===== config.mk =====
export PLATFORM = sky130hd
export DESIGN_NAME = matrix_fifo_ctrl
export DESIGN_NICKNAME = d
export VERILOG_FILES = /design/src/rtl/matrix_fifo_ctrl.sv
export SDC_FILE = /design/constraint.sdc
export NUM_CORES = 1
export LEC_CHECK = 0
export ABC_AREA = 0
export BUFFER_PORTS_ARGS = -buffer_cell sky130_fd_sc_hd__buf_4
export CORE_MARGIN = 8
export CORE_UTILIZATION = 50
export DETAILED_ROUTE_END_ITERATION = 12
export GPL_TIMING_DRIVEN = 1
export PLACE_DENSITY = 0.7
export SYNTH_ARGS = -nofsm -noshare
export SYNTH_HDL_FRONTEND = slang
export SYNTH_SLANG_ARGS = --single-unit

===== constraint.sdc =====
create_clock -name i_clk -period 2.35 [get_ports i_clk]
set_input_delay 0.5875 -clock i_clk [delete_from_list [all_inputs] [get_ports i_clk]]
set_output_delay 0.5875 -clock i_clk [all_outputs]
set_load 0.02 [all_outputs]

===== src/rtl/matrix_fifo_ctrl.sv =====
// Load/drain sequencer for an N x N matrix-element FIFO: accepts N*N elements, then emits them row-major with indices.
// Optional abort/flush path is compiled in with `define CTRL_ABORT_EN.
module matrix_fifo_ctrl #(
    parameter int N_MAX = 8,
    parameter int CNT_W = $clog2(N_MAX*N_MAX)+1,
    parameter int IDX_W = $clog2(N_MAX)
) (
    input  logic             i_clk,
    input  logic             i_rst,
    input  logic             i_start,
    input  logic [3:0]       i_n,
    input  logic             i_in_valid,
    output logic             o_in_ready,
    output logic             o_fifo_push,
    output logic             o_fifo_pop,
    input  logic             i_fifo_full,
    input  logic             i_fifo_empty,
    output logic             o_out_valid,
    input  logic             i_out_ready,
    output logic [IDX_W-1:0] o_row_idx,
    output logic [IDX_W-1:0] o_col_idx,
    output logic             o_last,
    output logic             o_busy,
    output logic             o_done,
    output logic             o_error
`ifdef CTRL_ABORT_EN
    ,
    input  logic             i_abort,
    output logic             o_fifo_flush
`endif
);

    localparam logic [2:0] S_IDLE  = 3'd0;
    localparam logic [2:0] S_LOAD  = 3'd1;
    localparam logic [2:0] S_DRAIN = 3'd2;
    localparam logic [2:0] S_DONE  = 3'd3;
    localparam logic [2:0] S_ERR   = 3'd4;

    logic [2:0]       r_state;
    logic [3:0]       r_n_q;
    logic [CNT_W-1:0] r_total;
    logic [CNT_W-1:0] r_load_cnt;
    logic [CNT_W-1:0] r_drain_cnt;
    logic [IDX_W-1:0] r_row;
    logic [IDX_W-1:0] r_col;

    logic [2:0]       w_state_nxt;
    logic [3:0]       w_n_q_nxt;
    logic [CNT_W-1:0] w_total_nxt;
    logic [CNT_W-1:0] w_load_cnt_nxt;
    logic [CNT_W-1:0] w_drain_cnt_nxt;
    logic [IDX_W-1:0] w_row_nxt;
    logic [IDX_W-1:0] w_col_nxt;

    logic             w_n_ok;
    logic [CNT_W-1:0] w_n_ext;
    logic             w_in_ready;
    logic             w_push;
    logic             w_out_valid;
    logic             w_pop;
    logic             w_last;
    logic             w_col_wrap;

`ifdef CTRL_ABORT_EN
    logic             r_flush;
    logic             w_flush_nxt;
`endif

    assign w_n_ok     = (i_n != 4'd0) && (32'(i_n) <= 32'(N_MAX));
    assign w_n_ext    = CNT_W'(i_n);
    assign w_col_wrap = (CNT_W'(r_col) == (CNT_W'(r_n_q) - CNT_W'(1)));

    // Zero-cycle handshakes; LOAD and DRAIN are exclusive so push and pop never coincide.
    always_comb begin
        w_in_ready  = 1'b0;
        w_out_valid = 1'b0;
        if (r_state == S_LOAD) begin
            w_in_ready = !i_fifo_full && (r_load_cnt < r_total);
        end else if (r_state == S_DRAIN) begin
            w_out_valid = !i_fifo_empty;
        end else begin
            w_in_ready  = 1'b0;
            w_out_valid = 1'b0;
        end
        w_push = i_in_valid && w_in_ready;
        w_pop  = w_out_valid && i_out_ready;
        w_last = w_out_valid && (r_drain_cnt == (r_total - CNT_W'(1)));
    end

    // Next-state and counter update logic.
    always_comb begin
        w_state_nxt     = r_state;
        w_n_q_nxt       = r_n_q;
        w_total_nxt     = r_total;
        w_load_cnt_nxt  = r_load_cnt;
        w_drain_cnt_nxt = r_drain_cnt;
        w_row_nxt       = r_row;
        w_col_nxt       = r_col;
`ifdef CTRL_ABORT_EN
        w_flush_nxt     = 1'b0;
`endif
        case (r_state)
            S_IDLE: begin
                if (i_start) begin
                    if (w_n_ok) begin
                        w_n_q_nxt      = i_n;
                        w_total_nxt    = w_n_ext * w_n_ext;
                        w_load_cnt_nxt = {CNT_W{1'b0}};
                        w_state_nxt    = S_LOAD;
                    end else begin
                        w_state_nxt = S_ERR;
                    end
                end else begin
                    w_state_nxt = S_IDLE;
                end
            end
            S_LOAD: begin
                if (w_push) begin
                    w_load_cnt_nxt = r_load_cnt + CNT_W'(1);
                    if ((r_load_cnt + CNT_W'(1)) == r_total) begin
                        w_state_nxt = S_DRAIN;
                    end else begin
                        w_state_nxt = S_LOAD;
                    end
                end else begin
                    w_state_nxt = S_LOAD;
                end
            end
            S_DRAIN: begin
                if (w_pop) begin
                    w_drain_cnt_nxt = r_drain_cnt + CNT_W'(1);
                    if (w_col_wrap) begin
                        w_col_nxt = {IDX_W{1'b0}};
                        w_row_nxt = r_row + IDX_W'(1);
                    end else begin
                        w_col_nxt = r_col + IDX_W'(1);
                    end
                    if (w_last) begin
                        w_state_nxt = S_DONE;
                    end else begin
                        w_state_nxt = S_DRAIN;
                    end
                end else begin
                    w_state_nxt = S_DRAIN;
                end
            end
            S_DONE: begin
                w_n_q_nxt       = 4'd0;
                w_total_nxt     = {CNT_W{1'b0}};
                w_load_cnt_nxt  = {CNT_W{1'b0}};
                w_drain_cnt_nxt = {CNT_W{1'b0}};
                w_row_nxt       = {IDX_W{1'b0}};
                w_col_nxt       = {IDX_W{1'b0}};
                w_state_nxt     = S_IDLE;
            end
            S_ERR: begin
                w_state_nxt = S_IDLE;
            end
            default: begin
                w_n_q_nxt       = 4'd0;
                w_total_nxt     = {CNT_W{1'b0}};
                w_load_cnt_nxt  = {CNT_W{1'b0}};
                w_drain_cnt_nxt = {CNT_W{1'b0}};
                w_row_nxt       = {IDX_W{1'b0}};
                w_col_nxt       = {IDX_W{1'b0}};
                w_state_nxt     = S_IDLE;
            end
        endcase
`ifdef CTRL_ABORT_EN
        // Abort overrides any in-flight transfer; FIFO contents are discarded via the flush pulse.
        if (i_abort && ((r_state == S_LOAD) || (r_state == S_DRAIN))) begin
            w_n_q_nxt       = 4'd0;
            w_total_nxt     = {CNT_W{1'b0}};
            w_load_cnt_nxt  = {CNT_W{1'b0}};
            w_drain_cnt_nxt = {CNT_W{1'b0}};
            w_row_nxt       = {IDX_W{1'b0}};
            w_col_nxt       = {IDX_W{1'b0}};
            w_state_nxt     = S_IDLE;
            w_flush_nxt     = 1'b1;
        end else begin
            w_flush_nxt     = 1'b0;
        end
`endif
    end

    // State and counter registers with synchronous reset.
    always_ff @(posedge i_clk) begin
        if (i_rst) begin
            r_state     <= S_IDLE;
            r_n_q       <= 4'd0;
            r_total     <= {CNT_W{1'b0}};
            r_load_cnt  <= {CNT_W{1'b0}};
            r_drain_cnt <= {CNT_W{1'b0}};
            r_row       <= {IDX_W{1'b0}};
            r_col       <= {IDX_W{1'b0}};
`ifdef CTRL_ABORT_EN
            r_flush     <= 1'b0;
`endif
        end else begin
            r_state     <= w_state_nxt;
            r_n_q       <= w_n_q_nxt;
            r_total     <= w_total_nxt;
            r_load_cnt  <= w_load_cnt_nxt;
            r_drain_cnt <= w_drain_cnt_nxt;
            r_row       <= w_row_nxt;
            r_col       <= w_col_nxt;
`ifdef CTRL_ABORT_EN
            r_flush     <= w_flush_nxt;
`endif
        end
    end

    assign o_in_ready  = w_in_ready;
    assign o_fifo_push = w_push;
    assign o_out_valid = w_out_valid;
    assign o_fifo_pop  = w_pop;
    assign o_last      = w_last;
    assign o_row_idx   = r_row;
    assign o_col_idx   = r_col;
    assign o_busy      = (r_state == S_LOAD) || (r_state == S_DRAIN);
    assign o_done      = (r_state == S_DONE);
    assign o_error     = (r_state == S_ERR);
`ifdef CTRL_ABORT_EN
    assign o_fifo_flush = r_flush;
`endif

endmodule


==> out/metrics.yaml <==
drv_cap: 0
powerDensity_nw_per_um2: 441
tightest_slew_ns: 0.666
synth_warnings: 0
synth_area_um2: 2300
syn_avg_cell_area_um2: 8.06
cp-start-kind: "flop"
hp-class: "flop to flop"
synth_edf_count: 0
final_common_cell: "buf_4"
fin_hold_ws_ns: 0.480
htree_levels: 2
grt.total_usage_pct: 16.2
grt_setup_unrepaired: "true"
io_pins: 25
ir_drop_v: 0.000335
violations: "negative setup slack"
clk_pin_slew_ns: 0.07
grt_pass1_wl_mm: 9.60
synth.distinct_cells: 59
drive_above_1_share_pct: 26.4
synth_fp_nets: 312
clockRootBuffer: "clkbuf_8"
worst_slack_ns: -0.00974
async_flop_share_pct: 0
setup-violations-final: 1
initial_utilization_pct: 52.4
wl_met2_mm: 2.84
clock_sinks: 32
hold_buffers: 0
antenna_found_initial: 0
first_global_vias: 2103
top_layer: "met4"
min_period_ns: 2.36
area_growth_pct: 23.8
wl_per_cell_um: 15.5
status: "finished, violations left"
via_count: 2179
clk_latency_ns: 0.29
worst-endpoint-arrival_ns: 1.77
port_buffers: 24
finalSetupTns_ns: -0.00974
cts_buffers: 5
finalNetCount: 353
grt_max_degree: 24
relSlewSlack_pct: 55.5
seq_area_frac_synth_pct: 27.9
wirelength_met1_mm: 2.53
met3_length_um: 351
core_region_area_um2: 4380
n_antenna_cell: 0
place_congestion: 0.852
cts_tree: "yes"
first_iter_violations: 129
fmax_mhz: 424
crit_path_max_fanout: 3
ys_ff_latch: 32
vias_per_cell: 5.76
timing.final.hold_violations: 0
utilization_pct: 64.9
fin_skew_ns: 0.00706
dr.pass1.iters: 4
drv_slew: 0
synthFlopType: "dfxtp_1"
drc: 0
final_cell_mix: "buf_4, dfxtp_1, nand2_1, xnor2_1"
cts_buffer_depth: 2
ant_nets: 0
die-area_um2: 7020
post-route-period-util_pct: 100
nFillCells: 387
syn_inst: 285
grt.overflow.total: 0
wirelength_mm: 5.88
rows: 24
cp.required_ns: 1.76
die_x_um: 83.8
path_class: "flop to primary output"
p_leak_uw: 0.00110
cp-end-kind: "primary output"
place.detailed.hpwl_mm: 4.18
fp.dieH_um: 83.8
-- final timing paths --
check,endpoint,slack [ns],cells past startpoint,from
hold / removal,r_n_q[1],0.48,2,r_n_q[1]
setup reg to reg,r_state[0],0.03,15,r_n_q[0]
hold reg to reg,r_n_q[1],0.48,2,r_n_q[1]
setup / recovery,o_last,-0.01,6,r_total[2]
-- critical path, stage by stage (launching register included) --
cell and delay (ns):
dfxtp_4 0.37, inv_4 0.05, ha_4 0.29, xor2_4 0.19, o2111ai_2 0.17, nor4b_4 0.24
buf_4 0.18
-- Yosys cell counts (3+ instances only) --
cell type  instances  share of area, %
inv_1             19               3.1
nor2_1            14               2.3
nand3b_1           3              0.98
xor2_1             8               3.0
buf_2              3              0.65
a211oi_1           4               1.3
clkbuf_1           7               1.1
nand2_1           27               4.4
nor2b_1            6               1.6
nor3b_1            3              0.98
xnor2_1           22               8.4
o21ai_0           10               2.2
buf_4              3              0.98
a21oi_1           19               4.1
nand3_1           14               3.0
ha_1              15               8.2
dfxtp_1           32                28
nand2b_1           7               1.9
and2_1             4               1.1
o31ai_1            3              0.98
nor3_1            14               3.0
nand4_1            3              0.82
-- per-stage QoR --
stage	instance area [um^2]	setup WS (ns)	std cells	total power, uW
floorplan	2310	0.0776	285	753
global placement	2570	0.162	358	811
detailed placement	2570	0.179	358	816
global route	2850	-0.106	378	1320
finish	2850	-0.00974	378	1260
CTS	2760	-0.00778	377	1240
-- state kept, by name, summed over array words and instances (netlist names) --
signal	count
r_drain_cnt	7
r_load_cnt	7
r_state	3
o_row_idx	3
r_total	5
o_col_idx	3
r_n_q	4
-- report_power, final --
group	internal, uW	switching (uW)	total, uW
sequential	553	16.6	570
combinational	130	156	286
clock	201	199	400
-- logic make-up (layout without fill, tap and decap cells) --
kind of cell | count (synthesis) | in the layout | synth area share, %
XOR/XNOR | 30 | 30 | 11.4
flip-flops | 32 | 32 | 27.9
multiplexers | 1 | 1 | 0.436
buffers and inverters | 35 | 76 | 7.02
AO/OA/AOI/OAI | 58 | 58 | 16.9
AND/OR/NAND/NOR | 112 | 112 | 26.8
adder cells (fa/ha/maj) | 17 | 17 | 9.47
-- layout make-up --
class | instances | area (um^2) | share of cell area, %
flip-flops and latches | 32 | 653 | 22.9
well taps | 52 | 65.1 | 2.29
inverters | 19 | 76.3 | 2.68
clock buffers | 6 | 72.6 | 2.55
multi-input cells | 218 | 1590 | 55.9
clock inverters | 1 | 5.00 | 0.176
repair buffers | 50 | 383 | 13.5
-- layer usage --
metal | GRT usage (%) | vias to the layer above
met4 | 8.01 | 0
li1 | - | 1083
met1 | 19.5 | 1023
met2 | 27.2 | 60
met5 | 0 | -
met3 | 2.54 | 13
-- repair_timing --
action,in CTS,in global routing
gates resized for setup,9,19
endpoints found under the setup margin,3,4
buffers inserted,12,2
cloned,0,0
pin swaps,2,4
Power figures use the tool's default switching activity.
